### src/rtl/matmul_job_scheduler_if.sv
// matmul_job_scheduler_if: requester, engine and response signals of the matmul job scheduler
interface matmul_job_scheduler_if #(
  parameter int NUM_REQ    = 4,
  parameter int REQ_WIDTH  = $clog2(NUM_REQ),
  parameter int SIZE_COUNT = 8,
  parameter int SIZE_WIDTH = $clog2(SIZE_COUNT),
  parameter int ADDR_WIDTH = 32
);
  logic [NUM_REQ-1:0] req_valid;
  logic [NUM_REQ-1:0] req_ready;
  logic [NUM_REQ-1:0][0:1][SIZE_WIDTH-1:0] req_a_size;
  logic [NUM_REQ-1:0][0:1][SIZE_WIDTH-1:0] req_b_size;
  logic [NUM_REQ-1:0][ADDR_WIDTH-1:0] req_a_base;
  logic [NUM_REQ-1:0][ADDR_WIDTH-1:0] req_b_base;
  logic [NUM_REQ-1:0][ADDR_WIDTH-1:0] req_c_base;
  logic eng_start;
  logic [0:1][SIZE_WIDTH-1:0] eng_a_size;
  logic [0:1][SIZE_WIDTH-1:0] eng_b_size;
  logic [ADDR_WIDTH-1:0] eng_a_base;
  logic [ADDR_WIDTH-1:0] eng_b_base;
  logic [ADDR_WIDTH-1:0] eng_c_base;
  logic eng_busy;
  logic resp_valid;
  logic resp_ready;
  logic [REQ_WIDTH-1:0] resp_id;
  logic [1:0] resp_status;
  logic sched_busy;
  modport master (
    input  req_valid, req_a_size, req_b_size, req_a_base, req_b_base, req_c_base, eng_busy, resp_ready,
    output req_ready, eng_start, eng_a_size, eng_b_size, eng_a_base, eng_b_base, eng_c_base,
           resp_valid, resp_id, resp_status, sched_busy
  );
  modport slave (
    output req_valid, req_a_size, req_b_size, req_a_base, req_b_base, req_c_base, eng_busy, resp_ready,
    input  req_ready, eng_start, eng_a_size, eng_b_size, eng_a_base, eng_b_base, eng_c_base,
           resp_valid, resp_id, resp_status, sched_busy
  );
endinterface

### src/rtl/matmul_job_scheduler.sv
// matmul_job_scheduler: round-robin sharing of one matrix-multiply engine among requesters
module matmul_job_scheduler #(
  parameter int NUM_REQ        = 4,
  parameter int REQ_WIDTH      = $clog2(NUM_REQ),
  parameter int SIZE_COUNT     = 8,
  parameter int SIZE_WIDTH     = $clog2(SIZE_COUNT),
  parameter int ADDR_WIDTH     = 32,
  parameter int TIMEOUT_CYCLES = 1024,
  parameter int START_WAIT     = 4
) (
  input logic clk,
  input logic reset,
  matmul_job_scheduler_if.master bus
);
  localparam int CW = $clog2(TIMEOUT_CYCLES + START_WAIT) + 1;
  typedef enum logic [2:0] {IDLE, CHECK, START, WAIT_BUSY, RUN, RESP} state_t;
  state_t state_q, state_d;
  logic [REQ_WIDTH-1:0] last_grant, gnt_id, cand, id_q;
  logic gnt_any, grant;
  logic [0:1][SIZE_WIDTH-1:0] a_size_q, b_size_q;
  logic [ADDR_WIDTH-1:0] a_base_q, b_base_q, c_base_q;
  logic [CW-1:0] cnt;
  logic [1:0] status_q, status_d;
  // search from last_grant+1 around the ring; the nearest valid requester wins
  always_comb begin
    gnt_any = 1'b0;
    gnt_id = '0;
    cand = '0;
    for (int i = NUM_REQ; i >= 1; i--) begin
      cand = REQ_WIDTH'((int'(last_grant) + i) % NUM_REQ);
      if (bus.req_valid[cand]) begin
        gnt_any = 1'b1;
        gnt_id = cand;
      end
    end
  end
  assign grant = state_q == IDLE && gnt_any;
  // state register
  always_ff @(posedge clk or negedge reset)
    if (!reset) state_q <= IDLE;
    else state_q <= state_d;
  // next state and completion status
  always_comb begin
    state_d = state_q;
    status_d = status_q;
    case (state_q)
      IDLE: state_d = gnt_any ? CHECK : IDLE;
      CHECK: begin
        state_d = a_size_q[1] != b_size_q[0] ? RESP : START;
        status_d = a_size_q[1] != b_size_q[0] ? 2'd1 : status_q;
      end
      START: state_d = WAIT_BUSY;
      WAIT_BUSY:
        if (bus.eng_busy) state_d = RUN;
        else if (cnt == CW'(START_WAIT - 1)) begin
          state_d = RESP;
          status_d = 2'd2;
        end
      RUN:
        if (!bus.eng_busy) begin
          state_d = RESP;
          status_d = 2'd0;
        end else if (cnt == CW'(TIMEOUT_CYCLES - 1)) begin
          state_d = RESP;
          status_d = 2'd3;
        end
      RESP: state_d = bus.resp_ready ? IDLE : RESP;
      default: state_d = IDLE;
    endcase
  end
  // descriptor latch on grant, grant pointer, saturating phase counter cleared on every state change
  always_ff @(posedge clk or negedge reset)
    if (!reset) begin
      last_grant <= REQ_WIDTH'(NUM_REQ - 1);
      id_q <= '0;
      a_size_q <= '0;
      b_size_q <= '0;
      a_base_q <= '0;
      b_base_q <= '0;
      c_base_q <= '0;
      cnt <= '0;
      status_q <= '0;
    end else begin
      status_q <= status_d;
      cnt <= state_d != state_q ? '0 : (&cnt ? cnt : cnt + 1'b1);
      if (grant) begin
        last_grant <= gnt_id;
        id_q <= gnt_id;
        a_size_q <= bus.req_a_size[gnt_id];
        b_size_q <= bus.req_b_size[gnt_id];
        a_base_q <= bus.req_a_base[gnt_id];
        b_base_q <= bus.req_b_base[gnt_id];
        c_base_q <= bus.req_c_base[gnt_id];
      end
    end
  assign bus.req_ready = (grant && reset) ? {{(NUM_REQ-1){1'b0}}, 1'b1} << gnt_id : '0;
  assign bus.eng_start = state_q == START;
  assign bus.eng_a_size = a_size_q;
  assign bus.eng_b_size = b_size_q;
  assign bus.eng_a_base = a_base_q;
  assign bus.eng_b_base = b_base_q;
  assign bus.eng_c_base = c_base_q;
  assign bus.resp_valid = state_q == RESP;
  assign bus.resp_id = id_q;
  assign bus.resp_status = status_q;
  assign bus.sched_busy = state_q != IDLE;
endmodule

### src/flat_wrapper.sv
// flat-port wrapper written by rule: the top's interface ports become plain ports
module matmul_job_scheduler_flat 
#(
  parameter int NUM_REQ        = 4,
  parameter int REQ_WIDTH      = $clog2(NUM_REQ),
  parameter int SIZE_COUNT     = 8,
  parameter int SIZE_WIDTH     = $clog2(SIZE_COUNT),
  parameter int ADDR_WIDTH     = 32,
  parameter int TIMEOUT_CYCLES = 1024,
  parameter int START_WAIT     = 4
)
  (clk, reset, bus_req_valid, bus_req_a_size, bus_req_b_size, bus_req_a_base, bus_req_b_base, bus_req_c_base, bus_eng_busy, bus_resp_ready, bus_req_ready, bus_eng_start, bus_eng_a_size, bus_eng_b_size, bus_eng_a_base, bus_eng_b_base, bus_eng_c_base, bus_resp_valid, bus_resp_id, bus_resp_status, bus_sched_busy);
  matmul_job_scheduler_if #(.NUM_REQ(NUM_REQ), .REQ_WIDTH(REQ_WIDTH), .SIZE_COUNT(SIZE_COUNT), .SIZE_WIDTH(SIZE_WIDTH), .ADDR_WIDTH(ADDR_WIDTH)) bus_i ();
  input logic clk;
  input logic reset;
  input wire logic [$bits(bus_i.req_valid)-1:0] bus_req_valid;
  input wire logic [$bits(bus_i.req_a_size)-1:0] bus_req_a_size;
  input wire logic [$bits(bus_i.req_b_size)-1:0] bus_req_b_size;
  input wire logic [$bits(bus_i.req_a_base)-1:0] bus_req_a_base;
  input wire logic [$bits(bus_i.req_b_base)-1:0] bus_req_b_base;
  input wire logic [$bits(bus_i.req_c_base)-1:0] bus_req_c_base;
  input wire logic [$bits(bus_i.eng_busy)-1:0] bus_eng_busy;
  input wire logic [$bits(bus_i.resp_ready)-1:0] bus_resp_ready;
  output wire logic [$bits(bus_i.req_ready)-1:0] bus_req_ready;
  output wire logic [$bits(bus_i.eng_start)-1:0] bus_eng_start;
  output wire logic [$bits(bus_i.eng_a_size)-1:0] bus_eng_a_size;
  output wire logic [$bits(bus_i.eng_b_size)-1:0] bus_eng_b_size;
  output wire logic [$bits(bus_i.eng_a_base)-1:0] bus_eng_a_base;
  output wire logic [$bits(bus_i.eng_b_base)-1:0] bus_eng_b_base;
  output wire logic [$bits(bus_i.eng_c_base)-1:0] bus_eng_c_base;
  output wire logic [$bits(bus_i.resp_valid)-1:0] bus_resp_valid;
  output wire logic [$bits(bus_i.resp_id)-1:0] bus_resp_id;
  output wire logic [$bits(bus_i.resp_status)-1:0] bus_resp_status;
  output wire logic [$bits(bus_i.sched_busy)-1:0] bus_sched_busy;
  assign bus_i.req_valid = bus_req_valid;
  assign bus_i.req_a_size = bus_req_a_size;
  assign bus_i.req_b_size = bus_req_b_size;
  assign bus_i.req_a_base = bus_req_a_base;
  assign bus_i.req_b_base = bus_req_b_base;
  assign bus_i.req_c_base = bus_req_c_base;
  assign bus_i.eng_busy = bus_eng_busy;
  assign bus_i.resp_ready = bus_resp_ready;
  assign bus_req_ready = bus_i.req_ready;
  assign bus_eng_start = bus_i.eng_start;
  assign bus_eng_a_size = bus_i.eng_a_size;
  assign bus_eng_b_size = bus_i.eng_b_size;
  assign bus_eng_a_base = bus_i.eng_a_base;
  assign bus_eng_b_base = bus_i.eng_b_base;
  assign bus_eng_c_base = bus_i.eng_c_base;
  assign bus_resp_valid = bus_i.resp_valid;
  assign bus_resp_id = bus_i.resp_id;
  assign bus_resp_status = bus_i.resp_status;
  assign bus_sched_busy = bus_i.sched_busy;
  matmul_job_scheduler #(.NUM_REQ(NUM_REQ), .REQ_WIDTH(REQ_WIDTH), .SIZE_COUNT(SIZE_COUNT), .SIZE_WIDTH(SIZE_WIDTH), .ADDR_WIDTH(ADDR_WIDTH), .TIMEOUT_CYCLES(TIMEOUT_CYCLES), .START_WAIT(START_WAIT)) u_core (.clk(clk), .reset(reset), .bus(bus_i));
endmodule
### config.mk
export PLATFORM = sky130hd
export DESIGN_NAME = matmul_job_scheduler_flat
export DESIGN_NICKNAME = d
export VERILOG_FILES = /design/src/rtl/matmul_job_scheduler_if.sv /design/src/rtl/matmul_job_scheduler.sv /design/src/flat_wrapper.sv
export SDC_FILE = /design/constraint.sdc
export NUM_CORES = 1
export LEC_CHECK = 0
export CORE_AREA = 4 4 214 216
export DETAILED_ROUTE_END_ITERATION = 8
export DIE_AREA = 0 0 218 220
export PLACE_DENSITY_LB_ADDON = 0.3
export REMOVE_ABC_BUFFERS = 1
export SLEW_MARGIN = 20
export SYNTH_ARGS = -nofsm -noshare
export SYNTH_HDL_FRONTEND = slang
export SYNTH_SLANG_ARGS = --single-unit
### constraint.sdc
create_clock -name clk -period 3.5 [get_ports clk]
set_input_delay 1.05 -clock clk [delete_from_list [all_inputs] [get_ports clk]]
set_output_delay 1.05 -clock clk [all_outputs]
set_load 0.01 [all_outputs]
==> summary.txt <==
Run status
  – Outcome: finished, final reports clean

Timing
  – Slew at the pin closest to its max-slew limit: roughly 0.9 ns
  – Fin. Hold Viols: 0
  – Final max-slew violation count: 0
  – Clock Skew: 0.0107 ns
  – Final Critical Period: roughly 3.4 ns
  – Slew margin rel.: roughly two fifths
  – FMAX: just under 300 MHz
  – Final setup viols: 0
  – Crit share post-route: approximately 98%

Global routing
  – Largest net degree at the start of global routing: 106
  – Vias in the first global route: around 9800
  – M2 GR Usage: 28.4%
  – Total congestion overflow: 0
  – Initial antenna violation count: 1
  – Met1 Use GR: about a fifth
  – GR Util met3: under 10%
  – GRT Total Usage: between 10% and 20%
  – Top Usage Layer GRT: met2
  – First-pass GRT wire length: roughly 61000 um

Cells and area
  – Finished Layout Cells: roughly 2000
  – Layout Area Growth over Synthesis: 85.3%
  – Ratio of cells with drive above 1 in the final layout: 7.59%
  – Design Area, Final: between 15000 and 20000 um^2
  – Antenna Cells: 0
  – Most common cell after layout, fill and taps aside: clkdlybuf4s50_1
  – Commonest non-fill, non-tap cells in the layout: clkdlybuf4s50_1 (549), dfrtp_1 (127), nor2_1 (118), mux2i_1 (111)
  – Fin nets: 1867

Worst setup path
  – Buf/Inv on CP: 4
  – Worst R2R Path Depth: 10
  – Crit-path cells: dlygate4sd2_1 > buf_6 > nor2_4 > nor3_4 > buf_4 > or3_4 > nor2_2 > buf_2
  – Worst-path maximum fanout: 4
  – Data required, critical path: between 2 and 2.5 ns
  – Worst r2r dst: u_core.bus.eng_c_base[7]
  – CP Capture Type: primary output
  – Critical Path AT: 2.40 ns
  – Reg-to-reg slack, setup: 0.44 ns
  – Crit-path slowest cell: or3_4
  – Top cell family by delay on the critical path: simple AND/OR/NAND/NOR gates
  – Critical path startpoint: bus_req_valid[1]
  – Worst setup endpoint: bus_req_ready[0]
  – CP Depth: 8
  – Slowest stage delay, CP: ~0.4 ns
  – Critical path class: in -> out
  – Crit path launch type: input port
  – Worst r2r src: u_core.last_grant[0]

Power
  – VDD IR max: 0.374 mV
  – Internal power: about 6.5 mW
  – Sequential power share: between 20 and 25%
  – Clock share of power: between 10% and 20%
  – Combinational share of power: between 50% and 60%
  – P_sw: around 4.5 mW
  – Switch share: 40.7%
  – Leak: 6.02 nW
  – Pwr dens: between 700 and 800 nW/um^2

Floorplanning
  – IO Pins: 559
  – Num rows: just under 80
  – Starting Density: approximately a fifth
  – DIE AREA: roughly 48000 um^2
  – Die height: 220 um
  – Die X: between 200 and 250 um
  – Core box area: ~44000 um^2

Synthesis
  – Netlist cell types: 48
  – Synth top area share: approximately 38%
  – Area leader, netlist: dfrtp_1
  – Area contributors post-synth: dfrtp_1 (38%), mux2i_1 (13%), a221oi_1 (11%)
  – EDFF count, synth: 0
  – YS warnings: 0
  – Top FF cell, synth: dfrtp_1
  – Post-synth ARST share: 100%
  – Mean Syn Cell Area: ~9.5 um^2
  – Seq cells post-synth: roughly 130
  – Post-synthesis sequential area ratio: 38.6%
  – Post-Syn Instances: roughly 890
  – Netlist Area Pre-Place: 8370 um^2

Routing
  – Vias: between 9000 and 10000
  – DRC viols: 0
  – Vias/cell: about 4.6
  – Drt pass-1 iters: 5
  – First-iteration detailed-routing DRC count: about 480
  – Routed Antenna Nets: 0
  – Post-Route WL: 41800 um
  – WL per Instance: about 21 um

Clock tree
  – CTS tree: built
  – CTS buffer count: 17
  – H-tree levels: 4
  – Clk root buf: clkbuf_16
  – Worst-path clk slew: ~0.060 ns
  – Later-pin clock latency in the skew report: between 0.4 and 0.5 ns
  – CTS max path bufs: 2
  – Clk sink count: roughly 130

Place
  – IO buf count: around 560
  – Inst Count DP: between 1500 and 2000
  – Gpl congestion: between 0.8 and 0.9
  – Placed Area: 14800 um^2
  – DP HPWL: around 31000 um

Hold path
  – Hold crit path type: in -> async

Run
  – Max_cap viols: 0
## power by group through the flow
stage / logic (mW) / registers [mW] / clock network (mW)
5_1_grt: 6.95 / 2.74 / 2.05
2_1_floorplan: 2.88 / 2.93 / 0
4_1_cts: 6.52 / 2.65 / 1.98
3_3_place_gp: 6.44 / 2.63 / 0
6_report: 6.43 / 2.65 / 1.90
3_5_place_dp: 6.47 / 2.66 / 0
## cells in the mapped netlist, types with 2 or more instances
cell type  instances
nor3_1            13
nor4_1             3
nor2b_1          108
xnor2_1            2
nor2_2             2
nor3b_1            3
inv_1              2
buf_4             10
clkbuf_1          52
a211oi_1         109
dfstp_2            2
buf_1              4
dfrtp_1          127
nand2_1           12
a21oi_1            6
nand4_1            3
o311ai_1           2
a221oi_1         109
a2111oi_0          3
nor2_1           125
xor2_1             8
nand2b_1           7
buf_2             21
or3_1              5
and3_1             5
mux2i_1          111
nand3_1            5
and4_1             6
## sequential cells by signal, summed over array words and instances, names as in the netlist
register / flops
u_core.bus.eng_c_base: 32
u_core.bus.resp_status: 2
u_core.cnt: 12
u_core.bus.eng_a_size: 6
u_core.bus.resp_id: 2
u_core.last_grant: 2
u_core.state_q: 3
u_core.bus.eng_b_base: 32
u_core.bus.eng_a_base: 32
u_core.bus.eng_b_size: 6
## area by class of cell
type / count / area (um^2)
Fill cell: 4547 / 28400
Timing Repair Buffer: 610 / 6070
Multi-Input combinational cell: 666 / 4840
Sequential cell: 129 / 3230
Tap cell: 592 / 741
Clock buffer: 24 / 512
Clock inverter: 5 / 100
Inverter: 2 / 7.51
## layer usage
metal / share of wire [%] / wire (um) / up-vias
met3: 7.3 / 3060 / 33
met5: 0.029 / 12 / -
met1: 41 / 17100 / 4512
li1: - / - / 4447
met4: 1.9 / 779 / 2
met2: 50 / 20800 / 367
## worst register-to-register path: cells and delay by family, from the launching register on
family	cells	cell delay (ns)
AOI/OAI and AO/OA	3	0.89
buffers and inverters	5	0.85
and+or+nand+nor	2	0.61
DFF	1	0.57
## kinds of logic (layout without fill, tap and decap cells)
kind of cell	Yosys count	in the layout	synth area share [%]
AND/OR/NAND/NOR	305	305	19.0
XOR/XNOR	10	10	1.05
flip-flops	129	129	38.6
adder cells (fa/ha/maj)	1	1	0.150
AO/OA/AOI/OAI	239	239	23.1
multiplexers	111	111	13.3
buffers and inverters	90	641	4.89
## worst min path at each step
stage,end,slack (ns)
floorplan,u_core.last_grant[1],0.47
global placement,u_core.bus.resp_id[1],0.47
detailed placement,u_core.bus.resp_id[1],0.49
CTS,u_core.bus.eng_a_size[4],0.40
global route,u_core.bus.eng_a_size[1],0.39
finish,u_core.bus.eng_a_size[1],0.43
## metrics by stage
| step | total power [mW] | setup TNS [ns] | setup WS [ns] | hold slack [ns] | utilization [%] |
|---|---|---|---|---|---|
| 5_1_grt | 11.7 | -0.00162 | -0.00162 | 0.392 | 35.3 |
| 3_5_place_dp | 9.13 | -19.42 | -0.529 | 0.492 | 33.7 |
| 6_report | 11.0 | 0 | 0.0547 | 0.430 | 35.3 |
| 4_1_cts | 11.2 | 0 | 0.0450 | 0.396 | 35.2 |
| 3_3_place_gp | 9.07 | -15.15 | -0.534 | 0.468 | 33.7 |
| 2_1_floorplan | 5.81 | -867.64 | -8.23 | 0.471 | - |
## timing repair
item                                    4_1_cts  5_1_grt
setup buffers                                 3        1
pin swaps                                     7        3
endpoints found under the setup margin        4        3
resized for setup                            29        6
hold buffers                                  0        0
Note: power is estimated with default switching activity, not from simulation.
